File: src/rtl/rect_pkg.sv
// Shared constants for the rectification interpolation slice.
// Holds the default pixel/fraction widths, the weight-word layout, and the
// default frame geometry used by rect_intp_bilinear.
package rect_pkg;

   localparam int FB_DEF     = 4;
   localparam int PW_DEF     = 8;

   localparam int FRAC_X_LSB = 0;
   localparam int FRAC_Y_LSB = FRAC_X_LSB + FB_DEF;
   localparam int OOB_BIT    = FRAC_Y_LSB + FB_DEF;

   localparam int H_SIZE_DEF = 640;
   localparam int V_SIZE_DEF = 480;

endpackage

File: src/rtl/rect_lerp.sv
// Single weighted 2-tap blend: y = a*(2^FB - f) + b*f.
// The result keeps FB extra bits so that no precision is lost before the
// final rounding stage downstream.
module rect_lerp #(
   parameter int AW = 8,
   parameter int FB = 4
) (
   input  logic [AW-1:0]    a,
   input  logic [AW-1:0]    b,
   input  logic [FB-1:0]    f,
   output logic [AW+FB-1:0] y
);

   localparam int YW = AW + FB;

   logic [FB:0]   wa;
   logic [YW-1:0] a_ext;
   logic [YW-1:0] b_ext;
   logic [YW-1:0] wa_ext;
   logic [YW-1:0] f_ext;

   // Weight of the 'a' tap is the complement of f against 2^FB, which needs
   // one more bit than f itself (f = 0 gives the full weight 2^FB).
   assign wa     = {1'b1, {FB{1'b0}}} - {1'b0, f};

   // Everything is widened to the result width first; the sum of both
   // products never exceeds max(a,b) * 2^FB, so it always fits in YW bits.
   assign a_ext  = {{FB{1'b0}}, a};
   assign b_ext  = {{FB{1'b0}}, b};
   assign wa_ext = {{(AW-1){1'b0}}, wa};
   assign f_ext  = {{AW{1'b0}}, f};

   assign y      = a_ext * wa_ext + b_ext * f_ext;

endmodule

File: src/rtl/rect_intp_bilinear.sv
// Bilinear interpolation stage of the rectification datapath.
// Pops one weight word per incoming pixel quad, blends the quad horizontally
// then vertically with round-half-up, and emits rectified pixels together
// with start-of-frame / end-of-line / end-of-frame framing flags.
module rect_intp_bilinear
   import rect_pkg::*;
#(
   parameter int W      = 28,
   parameter int FB     = FB_DEF,
   parameter int PW     = PW_DEF,
   parameter int H_SIZE = H_SIZE_DEF,
   parameter int V_SIZE = V_SIZE_DEF,
   parameter int FILL   = 0
) (
   input  logic          clk,
   input  logic          rst,
   input  logic          frame_start,
   input  logic          pix_vld,
   input  logic [PW-1:0] pix_p00,
   input  logic [PW-1:0] pix_p01,
   input  logic [PW-1:0] pix_p10,
   input  logic [PW-1:0] pix_p11,
   output logic          fifo_rd,
   input  logic [W-1:0]  fifo_dout,
   output logic          out_vld,
   output logic [PW-1:0] out_pix,
   output logic          out_sof,
   output logic          out_eol,
   output logic          out_eof,
   output logic          err_ovf
);

   // Field positions follow the package layout but are derived from this
   // instance's FB so that a narrower or wider fraction still lines up.
   localparam int FX_LSB  = FRAC_X_LSB;
   localparam int FY_LSB  = FX_LSB + FB;
   localparam int OOB_POS = FY_LSB + FB;

   localparam int AW1 = PW + FB;
   localparam int AW2 = PW + 2 * FB;
   localparam int CW  = (H_SIZE > 1) ? $clog2(H_SIZE) : 1;
   localparam int RW  = (V_SIZE > 1) ? $clog2(V_SIZE) : 1;

   localparam logic [AW2:0]    RND      = (AW2 + 1)'(2 ** (2 * FB - 1));
   localparam logic [CW-1:0]   COL_LAST = CW'(H_SIZE - 1);
   localparam logic [RW-1:0]   ROW_LAST = RW'(V_SIZE - 1);
   localparam logic [PW-1:0]   FILL_PIX = PW'(FILL);

   logic          s0_vld;
   logic [PW-1:0] s0_p00;
   logic [PW-1:0] s0_p01;
   logic [PW-1:0] s0_p10;
   logic [PW-1:0] s0_p11;

   logic [FB-1:0]  fx;
   logic [FB-1:0]  fy;
   logic           oob;
   logic [AW1-1:0] top_c;
   logic [AW1-1:0] bot_c;

   logic           s1_vld;
   logic [AW1-1:0] s1_top;
   logic [AW1-1:0] s1_bot;
   logic [FB-1:0]  s1_fy;
   logic           s1_oob;

   logic [AW2-1:0] acc;
   logic [AW2:0]   acc_r;
   logic [AW2:0]   shifted;
   logic [PW-1:0]  pix_c;

   logic [CW-1:0]  col;
   logic [RW-1:0]  row;
   logic           done;
   logic           sof_c;
   logic           eol_c;
   logic           eof_c;

   // The FIFO pops in the same cycle the quad arrives; its head word then
   // shows up one cycle later, exactly when the quad sits in S0.
   assign fifo_rd = pix_vld;

   assign fx  = fifo_dout[FX_LSB +: FB];
   assign fy  = fifo_dout[FY_LSB +: FB];
   assign oob = fifo_dout[OOB_POS];

   // Horizontal blends of the top and bottom rows share the same x weight.
   rect_lerp #(.AW(PW), .FB(FB)) u_top (
      .a (s0_p00),
      .b (s0_p01),
      .f (fx),
      .y (top_c)
   );

   rect_lerp #(.AW(PW), .FB(FB)) u_bot (
      .a (s0_p10),
      .b (s0_p11),
      .f (fx),
      .y (bot_c)
   );

   // Vertical blend of the two registered row results.
   rect_lerp #(.AW(AW1), .FB(FB)) u_vert (
      .a (s1_top),
      .b (s1_bot),
      .f (s1_fy),
      .y (acc)
   );

   // Round half up, drop the 2*FB fraction bits, clamp, and substitute FILL
   // for coordinates that fell outside the source image.
   always_comb begin
      acc_r   = {1'b0, acc} + RND;
      shifted = acc_r >> (2 * FB);
      pix_c   = shifted[PW-1:0];
      if (s1_oob) begin
         pix_c = FILL_PIX;
      end else if (|shifted[AW2:PW]) begin
         pix_c = '1;
      end
   end

   // Framing flags describe the pixel currently in S2; once the frame is
   // done every further pixel goes out unflagged.
   always_comb begin
      sof_c = !done && (col == '0) && (row == '0);
      eol_c = !done && (col == COL_LAST);
      eof_c = eol_c && (row == ROW_LAST);
   end

   // S0 captures the quad; S1 captures the row blends and the y weight.
   always_ff @(posedge clk) begin
      if (rst) begin
         s0_vld <= 1'b0;
         s0_p00 <= '0;
         s0_p01 <= '0;
         s0_p10 <= '0;
         s0_p11 <= '0;
         s1_vld <= 1'b0;
         s1_top <= '0;
         s1_bot <= '0;
         s1_fy  <= '0;
         s1_oob <= 1'b0;
      end else begin
         s0_vld <= pix_vld;
         s0_p00 <= pix_p00;
         s0_p01 <= pix_p01;
         s0_p10 <= pix_p10;
         s0_p11 <= pix_p11;
         s1_vld <= s0_vld;
         s1_top <= top_c;
         s1_bot <= bot_c;
         s1_fy  <= fy;
         s1_oob <= oob;
      end
   end

   // Output register; data and flags are forced low between valid pixels.
   always_ff @(posedge clk) begin
      if (rst) begin
         out_vld <= 1'b0;
         out_pix <= '0;
         out_sof <= 1'b0;
         out_eol <= 1'b0;
         out_eof <= 1'b0;
         err_ovf <= 1'b0;
      end else begin
         out_vld <= s1_vld;
         out_pix <= s1_vld ? pix_c : '0;
         out_sof <= s1_vld & sof_c;
         out_eol <= s1_vld & eol_c;
         out_eof <= s1_vld & eof_c;
         if (s1_vld && done) begin
            err_ovf <= 1'b1;
         end
      end
   end

   // Column/row position of the pixel in S2; frame_start takes priority so
   // that the very next pixel is treated as the first of a new frame.
   always_ff @(posedge clk) begin
      if (rst) begin
         col  <= '0;
         row  <= '0;
         done <= 1'b0;
      end else if (frame_start) begin
         col  <= '0;
         row  <= '0;
         done <= 1'b0;
      end else if (s1_vld && !done) begin
         if (eol_c) begin
            col <= '0;
            if (eof_c) begin
               row  <= '0;
               done <= 1'b1;
            end else begin
               row <= row + RW'(1);
            end
         end else begin
            col <= col + CW'(1);
         end
      end
   end

endmodule

File: config.mk
export PLATFORM = sky130hd
export DESIGN_NAME = rect_intp_bilinear
export DESIGN_NICKNAME = d
export VERILOG_FILES = /design/src/rtl/rect_pkg.sv /design/src/rtl/rect_lerp.sv /design/src/rtl/rect_intp_bilinear.sv
export SDC_FILE = /design/constraint.sdc
export NUM_CORES = 1
export LEC_CHECK = 0
export CAP_MARGIN = 10
export CORE_ASPECT_RATIO = 0.6
export CORE_MARGIN = 2
export CORE_UTILIZATION = 25
export DETAILED_ROUTE_END_ITERATION = 8
export GPL_ROUTABILITY_DRIVEN = 1
export REMOVE_ABC_BUFFERS = 1
export SLEW_MARGIN = 20
export SYNTH_ARGS = -nofsm -noshare
export SYNTH_HDL_FRONTEND = slang
export SYNTH_SLANG_ARGS = --single-unit
File: constraint.sdc
create_clock -name clk -period 6.1 [get_ports clk]
set_clock_uncertainty 0.15 [all_clocks]
set_input_delay 1.22 -clock clk [delete_from_list [all_inputs] [get_ports clk]]
set_output_delay 1.22 -clock clk [all_outputs]
set_load 0.05 [all_outputs]
---- Word-level counts from Yosys, hierarchy flattened ----
Index checks and enable logic that the tools add are counted.
Widths: inputs -> output; s select.
operators by class
  $add $sub $neg .......................... 8
  multipliers ............................. 6
  equal/unequal tests ..................... 2
  muxes and demuxes ....................... 3
  bitwise operators ....................... 4
  reductions and logical operators ........ 13
operators by type and width
  operator               number
  $add 12x12->12         2
  $mul 8x4->12           2
  $mul 8x5->12           2
  $add 16x8->17 const B  1
  $add 16x16->16         1
  $mul 12x4->16          1
  $mul 12x5->16          1
  $add 10x1->10 const B  1
  $eq 10x10->1 const B   1
  $logic_not 10->1       1
  $mux 10                1
  $sub 5x4->5 const A    2
  $add 9x1->9 const B    1
  $eq 9x9->1 const B     1
  $logic_not 9->1        1
  $mux 9                 1
  $mux 8                 1
  $logic_and 1x1->1      6
  $and 1x1->1            3
  $reduce_and 3->1       1
  $reduce_or 3->1        1
  $reduce_and 2->1       1
  $reduce_or 2->1        1
  $logic_not 1->1        1
  $not 1->1              1
word-level totals
  register bits after elaboration ......... 96
  bits of input ports ..................... 64
  output and inout port bits .............. 14

---- Logic depth before layout (Yosys ltp) ----
Gate-level depths: netlist of run 1.
  word-level depth ........................ 5
  depth in mapped cells ................... 23

---- By module ----
A second synthesis of run 1 with hierarchy kept.
second synthesis, totals
  cells, all modules ...................... 1270
  area total of the unflattened synthesis .. 11245.8 sq um
modules (own cells, without submodules)
  module                  times used  cells an instance  area an instance (sq um)  sequential area each (sq um)
  rect_lerp at u_bot ...  2           277                2328.5                    0.0
  rect_lerp at u_vert     1           406                3368.2                    0.0
  rect_intp_bilinear      1           310                3220.6                    1921.8

---- Worst setup path after synthesis of run 1 ----
OpenSTA, ideal clock, no wires.
  kind .................................... in2reg
  start point ............................. input port fifo_dout[0]
  end point ............................... register s1_bot[10]
  library setup time ...................... 0.121 ns
  arrival ................................. 5.883 ns
  data required time ...................... 5.829 ns
  setup slack ............................. -0.054 ns
  stages .................................. 19
  buffers on the path ..................... 2
  cells stage by stage .................... clkbuf_1 > inv_1 > ha_1 > xnor2_1 > clkbuf_1 > nand2_1 > fa_1 > fa_1 > fa_1 > inv_1 > fa_1 > ha_1 > a21o_1 > a21oi_1 > o21bai_1 > a21oi_1 > o21bai_1 > a21oi_1 > mux2_2
on the way
  longest elaborated chain between the ends .. 3
  elaborated cells between the ends (all ways) .. 4
RTL lines
  what                  RTL line                   RTL
  from (decl)           rect_intp_bilinear.sv:24   input logic [W-1:0] fifo_dout,
  $sub 5x4->5           rect_lerp.sv:24            assign wa = {1'b1, {FB{1'b0}}} - {1'b0, f};
  $mul 8x5->12          rect_lerp.sv:33            assign y = a_ext * wa_ext + b_ext * f_ext;
  $add 12x12->12 (*)    rect_lerp.sv:33
  to (signal assigned)  rect_intp_bilinear.sv:152  s1_bot <= bot_c;
  to (decl)             rect_intp_bilinear.sv:63   logic [AW1-1:0] s1_bot;
Every way passes the cells marked *; elsewhere a longest branch is shown, timed or not.
A chain may end at the register's enable or synchronous reset.

---- Final worst setup path of run 1 ----
  start point ............................. input port fifo_dout[2]
  end point ............................... register s1_bot[10]
The elaborated chain is that of the path after synthesis.

==> results of run 1 <==
-- area by class of cell --
type,instances,area [um2],area share
inverter,193,724,0.0568
clock inverter,7,73.8,0.00578
multi-input combinational,831,8070,0.632
sequential,96,1920,0.151
timing repair buffer,118,1040,0.0815
tap,570,713,0.0559
clock buffer,9,225,0.0176
-- power by group through the flow --
stage / registers [mW] / clock network (mW) / logic (mW)
floorplan: 0.784 / 0 / 2.12
global placement: 0.802 / 0 / 2.75
detailed placement: 0.799 / 0 / 2.82
CTS: 0.786 / 0.629 / 2.84
global route: 0.800 / 0.648 / 3.41
finish: 0.790 / 0.599 / 3.00
-- through the flow --
step           worst slack (ns)  area [um2]  utilization
6_report                  0.206       12800        0.303
5_1_grt                 0.00975       12800        0.303
4_1_cts                  0.0287       12600        0.299
3_5_place_dp             -0.604       12300        0.292
3_3_place_gp             -0.654       12300        0.292
2_1_floorplan            0.0391       10600            -
-- placed cells by master (no fill, tap or decap), types with 3 or more instances in the layout --
| master | instances |
|---|---|
| fa_1 | 171 |
| o21ai_1 | 3 |
| o21bai_1 | 6 |
| o2111ai_1 | 4 |
| and3_1 | 8 |
| a21boi_0 | 3 |
| mux2i_1 | 5 |
| a21oi_1 | 20 |
| nor2b_1 | 51 |
| and2_1 | 145 |
| xor2_1 | 16 |
| a21o_1 | 10 |
| o21ai_0 | 3 |
| nand2_1 | 129 |
| a21oi_2 | 11 |
| xnor2_1 | 35 |
| clkbuf_16 | 9 |
| and4_1 | 3 |
| or3_1 | 4 |
| inv_1 | 193 |
| clkdlybuf4s50_1 | 55 |
| nor2_1 | 45 |
| nand3_1 | 10 |
| buf_4 | 57 |
| ha_1 | 80 |
| nand4_1 | 7 |
| dfxtp_1 | 95 |
| nor4_1 | 5 |
| nor3_1 | 7 |
-- worst register-to-register path, stage by stage (launching register included) --
cell and delay [ns]:
dfxtp_1 0.37, inv_1 0.07, ha_2 0.21, xnor2_4 0.19, buf_4 0.21, nand2_1 0.10, fa_1 0.57, inv_1 0.06
fa_1 0.48, fa_1 0.49, inv_1 0.05, fa_1 0.52, inv_1 0.06, ha_4 0.33, nor3_1 0.07, or3_4 0.40
o21a_4 0.25, xnor2_4 0.21, nand4_4 0.14, or4_4 0.63, a21oi_2 0.18
-- logic make-up (layout without fill, tap and decap cells) --
kind of cell | after synthesis | after routing | share of synthesized area
buffers and inverters | 228 | 327 | 0.0813
AND/OR/NAND/NOR | 431 | 431 | 0.215
XOR/XNOR | 55 | 55 | 0.0466
adder cells (fa/ha/maj) | 254 | 254 | 0.416
flip-flops | 96 | 96 | 0.179
AO/OA/AOI/OAI | 84 | 84 | 0.0555
multiplexers | 7 | 7 | 0.00676
-- routing by layer --
| metal | global-route usage | wire length (um) |
|---|---|---|
| met4 | 0.0242 | 270 |
| met5 | 0 | 0 |
| met2 | 0.168 | 9600 |
| met3 | 0.0231 | 942 |
| met1 | 0.180 | 13100 |
-- registers in the layout, indices dropped and copies added, names as in the netlist --
name	count
s0_p10	8
s1_fy	4
col	10
s0_p11	8
row	9
done	1
out_pix	8
out_eol	1
s0_p01	8
s1_top	12
s1_vld	1
out_eof	1
s0_vld	1
err_ovf	1
out_sof	1
s1_bot	12
s1_oob	1
s0_p00	8
out_vld	1
-- timing repair --
| action | in CTS | in global routing |
|---|---|---|
| setup buffers | 0 | 7 |
| hold buffers | 0 | 0 |
| pin swaps | 0 | 5 |
| resized for setup | 5 | 24 |
| setup endpoints to repair | 11 | 13 |
-- path summary, 6_finish.rpt --
kind / from / endpoint / slack, ns / cells after the start
setup / recovery: fifo_dout[2] / s1_bot[10]$_SDFF_PP0_ / 0.21 / 19
hold / removal: s0_vld$_SDFF_PP0_ / s1_vld$_SDFF_PP0_ / 0.31 / 1
setup reg to reg: s1_fy[1]$_SDFF_PP0_ / out_pix[0]$_SDFF_PP0_ / 0.28 / 20
hold reg to reg: s0_vld$_SDFF_PP0_ / s1_vld$_SDFF_PP0_ / 0.31 / 1
==> run summary, run 1 <==
Crit-path cells - clkdlybuf4s50_1 > nor3_2 > xnor2_1 > buf_4 > and2_1 > fa_1 > inv_1 > fa_1 > fa_1 > inv_1 > fa_1 > ha_1 > a21o_1 > a21oi_2 > o21bai_1 > a21oi_1 > o21bai_1 > a21oi_1 > mux2_2
Rows - 58
Setup TNS - 0 ns
Asr flop ratio synth - 0
Switching Fraction - 0.459
CP max FO - 8
P_sw - 2.01 mW
Sequential share of power - 0.180
CP delay by family, top - adder cells
Post-DP HPWL - 20.3 mm
Number of global-route vias before repair - 8157
Most numerous cell in the Yosys netlist - inv_1
Max_slew headroom - 0.566
CP arrival - 6.01 ns
GR Util All Layers - 0.117
Synth top cells by count - inv_1 (193), fa_1 (171), and2_1 (145)
Die footprint - 44700 um2
Critical path type - in -> reg
Post-layout min period - 5.89 ns
Post-Layout Cell Count - 1824
Die Height - 165 um
Crit end category - flip-flop
Clock Pin Slew Worst Setup and Hold Paths - 0.08 ns
First-pass GRT wire length - 42.1 mm
CTS tree - yes
Initial core utilization - 0.255
CP required - 6.22 ns
Clock buffer count from CTS - 9
Routed wire length - 23.9 mm
Post-synth top flop - dfxtp_1
Peak VDD IR - 0.315 mV
Power share of the clock group - 0.136
Synth unique cells - 63
Tcrit/Tclk final - 0.966
Io pins - 78
Cell Int Power - 2.38 mW
Initial drt markers - 370
Sum of buffers and inverters on the critical path - 4
Top cells by area, synth - fa_1 (32%), dfxtp_1 (18%), ha_1 (9.7%)
NumNets Final - 1567
Post-synth top area share - 0.319
Root buffer cell - clkbuf_16
Area of the mapped netlist - 10700 um2
Synth-to-layout area growth - 18.9%
Total power draw - 4.39 mW
GP Congestion - 0.799
Worst min path class - reg -> reg
Mapped Cells - 1155
Buffers on Ports - 58
Largest area contributor in the netlist - fa_1
Final hold violation count - 0
Critical-path top delay cell - clkdlybuf4s50_1
Measured slew at the worst slew-check pin - 0.648 ns
Synthesized area per cell - 9.30 um2
RSZ-0062 raised after global routing - no
Core Footprint - 42100 um2
Die X-Extent - 272 um
Syn. warnings - 0
Antenna viol nets, final - 0
Max-slew violation count - 0
Fillers - 4443
Worst skew pair latency - 0.38 ns
Clock tree sinks - 96
Fraction of layout cells with a size suffix above 1 - 0.0917
Drt pass-1 iters - 4
Largest net degree at the start of global routing - 33
Initial antenna violation count - 0
Clk buf depth - 2
Most numerous cell on the critical path - fa_1
Yosys reg bits - 96
Lkg Pwr - 5.84 nW
H-tree depth - 3
Comb power frac - 0.684
Via count - 7628
Post-synth EDFFs - 0
PwrDens - 344 nW/um2
Setup violations, final - 0
Max frequency - 170 MHz
Remaining Overflow, GRT - 0
Sequential area share after synthesis - 0.179
Status - finished clean
Slowest stage delay, CP - 0.57 ns
Routed wire per std cell - 13.1 um
Antenna diodes - 0
Placed Cells - 1801
Final hold slack - 0.310 ns
Max-cap violation count - 0
Via density - 4.18
Nature of the critical path startpoint - input pin
# DRC - 0
Power figures use the tool's default switching activity.
==> inputs of run 2 (changes only) <==
--- a/config.mk
+++ b/config.mk
@@ -5,13 +5,15 @@
 export SDC_FILE = /design/constraint.sdc
 export NUM_CORES = 1
 export LEC_CHECK = 0
-export CAP_MARGIN = 10
+export ABC_CLOCK_PERIOD_IN_PS = 6100
+export CAP_MARGIN = 15
 export CORE_ASPECT_RATIO = 0.6
 export CORE_MARGIN = 2
 export CORE_UTILIZATION = 25
 export DETAILED_ROUTE_END_ITERATION = 8
 export GPL_ROUTABILITY_DRIVEN = 1
 export REMOVE_ABC_BUFFERS = 1
+export SKIP_CTS_REPAIR_TIMING = 1
 export SLEW_MARGIN = 20
 export SYNTH_ARGS = -nofsm -noshare
 export SYNTH_HDL_FRONTEND = slang
==> run 2 against run 1 <==
Net effect:
- count of clock-buffer cells in the layout is the same
- worst setup slack gained 0.041 ns
- global-route usage is essentially flat
- sequential power is essentially flat
- power shrank 0.18%
- fmax grew 0.70%
- final area is essentially flat
- largest cell class unchanged
==> run summary, run 2 (synthesized netlist as in run 1, its figures left out) <==
Nature of the critical path startpoint - input pin (unchanged)
Measured slew at the worst slew-check pin - 0.648 ns (about the same)
Top Registers - s1_bot (12), s1_top (12), col (10) (unchanged)
Max-slew violation count - 0 (unchanged)
Worst setup margin - 0.246 ns (was 0.206 ns)
Post-DP HPWL - 20.3 mm (unchanged)
Max-cap violation count - 0 (unchanged)
H-tree depth - 3 (unchanged)
CTS tree - yes (unchanged)
GRT met3 Usage - 0.0231 (unchanged)
Drt pass-1 iters - 4 (unchanged)
Clock buffer count from CTS - 9 (unchanged)
Max frequency - 171 MHz (was 170 MHz)
Final hold slack - 0.310 ns (about the same)
Initial core utilization - 0.255 (unchanged)
CP required - 6.21 ns (was 6.22 ns)
Synth-to-layout area growth - 18.9% (about the same)
Die X-Extent - 272 um (unchanged)
First-pass GRT wire length - 42.1 mm (unchanged)
Number of global-route vias before repair - 8160 (was 8157)
Peak VDD IR - 0.315 mV (about the same)
Worst hold stages - 1 (unchanged)
Clock Pin Slew Worst Setup and Hold Paths - 0.08 ns (about the same)
Most common cell after layout, fill and taps aside - inv_1 (unchanged)
GP Congestion - 0.799 (unchanged)
Most frequent cells in the layout - inv_1 (193), fa_1 (171), and2_1 (145), nand2_1 (129), dfxtp_1 (95) (unchanged)
Via count - 7634 (was 7628)
Initial antenna violation count - 0 (unchanged)
Die Height - 165 um (unchanged)
Via density - 4.19 (was 4.18)
Die footprint - 44700 um2 (unchanged)
M1 GR Usage - 0.180 (about the same)
GR Util All Layers - 0.117 (about the same)
Worst skew pair latency - 0.38 ns (about the same)
Setup violations, final - 0 (unchanged)
Fraction of layout cells with a size suffix above 1 - 0.0885 (was 0.0917)
CP max FO - 8 (unchanged)
Crit end category - flip-flop (unchanged)
Rows - 58 (unchanged)
Total power draw - 4.38 mW (was 4.39 mW)
Reg2reg path depth - 20 (unchanged)
Lkg Pwr - 5.85 nW (was 5.84 nW)
Routed wire length - 23.9 mm (about the same)
PwrDens - 343 nW/um2 (was 344 nW/um2)
Buffers on Ports - 58 (unchanged)
Final hold violation count - 0 (unchanged)
Fillers - 4438 (was 4443)
Antenna diodes - 0 (unchanged)
GRT busiest layer - met1 (unchanged)
Max_slew headroom - 0.567 (was 0.566)
Largest net degree at the start of global routing - 33 (unchanged)
Reg-to-Reg Start - s1_fy[1]$_SDFF_PP0_ (unchanged)
Clock tree sinks - 96 (unchanged)
R2R Path End - out_pix[0]$_SDFF_PP0_ (unchanged)
Routed wire per std cell - 13.1 um (about the same)
Hold path startpoint - s0_vld$_SDFF_PP0_ (unchanged)
Core Footprint - 42100 um2 (unchanged)
RSZ-0062 raised after global routing - no (unchanged)
Met2 usage - 0.168 (about the same)
Status - finished clean (unchanged)
CP arrival - 5.97 ns (was 6.01 ns)
Tcrit/Tclk final - 0.960 (was 0.966)
NumNets Final - 1567 (unchanged)
Critical path type - in -> reg (unchanged)
Place WS - -0.604 ns (unchanged)
Worst min path class - reg -> reg (unchanged)
Io pins - 78 (unchanged)
# DRC - 0 (unchanged)
Hold-critical path endpoint - s1_vld$_SDFF_PP0_ (unchanged)
Root buffer cell - clkbuf_16 (unchanged)
Antenna viol nets, final - 0 (unchanged)
Initial drt markers - 392 (was 370)
Remaining Overflow, GRT - 0 (unchanged)
Post-layout min period - 5.85 ns (was 5.89 ns)
R2R Setup Slk - 0.27 ns (was 0.28 ns)
Clk buf depth - 2 (unchanged)
## run 2: power breakdown
group / total (mW) / internal [mW] / switching (mW)
Clock: 0.598 / 0.291 / 0.307
Sequential: 0.789 / 0.697 / 0.0916
Combinational: 3.00 / 1.39 / 1.61
Total: 4.38 / 2.38 / 2.01
## run 2: per-stage QoR
step                instances  TNS (ns)   util  area [um2]
global placement         1801     -3.31  0.292       12300
CTS                      1817     -1.05  0.299       12600
global route             1824         0  0.303       12800
detailed placement       1801     -3.48  0.292       12300
floorplan                1120         0      -       10600
finish                   1824         0  0.303       12800
## run 2: critical path, stage by stage
cell	delay, ns
clkdlybuf4s50_1	0.59
xnor2_1	0.14
buf_4	0.19
and2_1	0.18
fa_1	0.53
inv_1	0.05
fa_1	0.49
fa_1	0.49
inv_1	0.05
fa_1	0.43
ha_1	0.31
a21o_1	0.19
a21oi_1	0.20
o21bai_1	0.09
a21oi_1	0.19
o21bai_1	0.10
a21oi_1	0.17
mux2_2	0.36
## run 2: worst max path at each step
stage | start | end | cells past startpoint | slack [ns]
6_report | fifo_dout[3] | s1_bot[10]$_SDFF_PP0_ | 18 | 0.25
5_1_grt | s1_fy[1]$_SDFF_PP0_ | out_pix[0]$_SDFF_PP0_ | 20 | 0.009
4_1_cts | fifo_dout[0] | s1_top[11]$_SDFF_PP0_ | 20 | -0.22
3_5_place_dp | fifo_dout[0] | s1_top[11]$_SDFF_PP0_ | 20 | -0.60
3_3_place_gp | fifo_dout[0] | s1_top[9]$_SDFF_PP0_ | 20 | -0.65
2_1_floorplan | s1_fy[0]$_SDFF_PP0_ | out_pix[0]$_SDFF_PP0_ | 19 | 0.04
## run 2: metal layers
metal / up-vias / wire (um)
li1: 3747 / -
met1: 3755 / 13000
met2: 117 / 9590
met3: 15 / 1040
met4: 0 / 273
met5: - / 0
## run 2: layout make-up
class / count / area, um2 / share of cell area
clock buffer: 9 / 225 / 0.0176
clock inverter: 7 / 73.8 / 0.00578
inverter: 193 / 724 / 0.0567
multi-input combinational: 831 / 8050 / 0.631
sequential: 96 / 1920 / 0.151
tap: 570 / 713 / 0.0559
timing repair buffer: 118 / 1050 / 0.0825
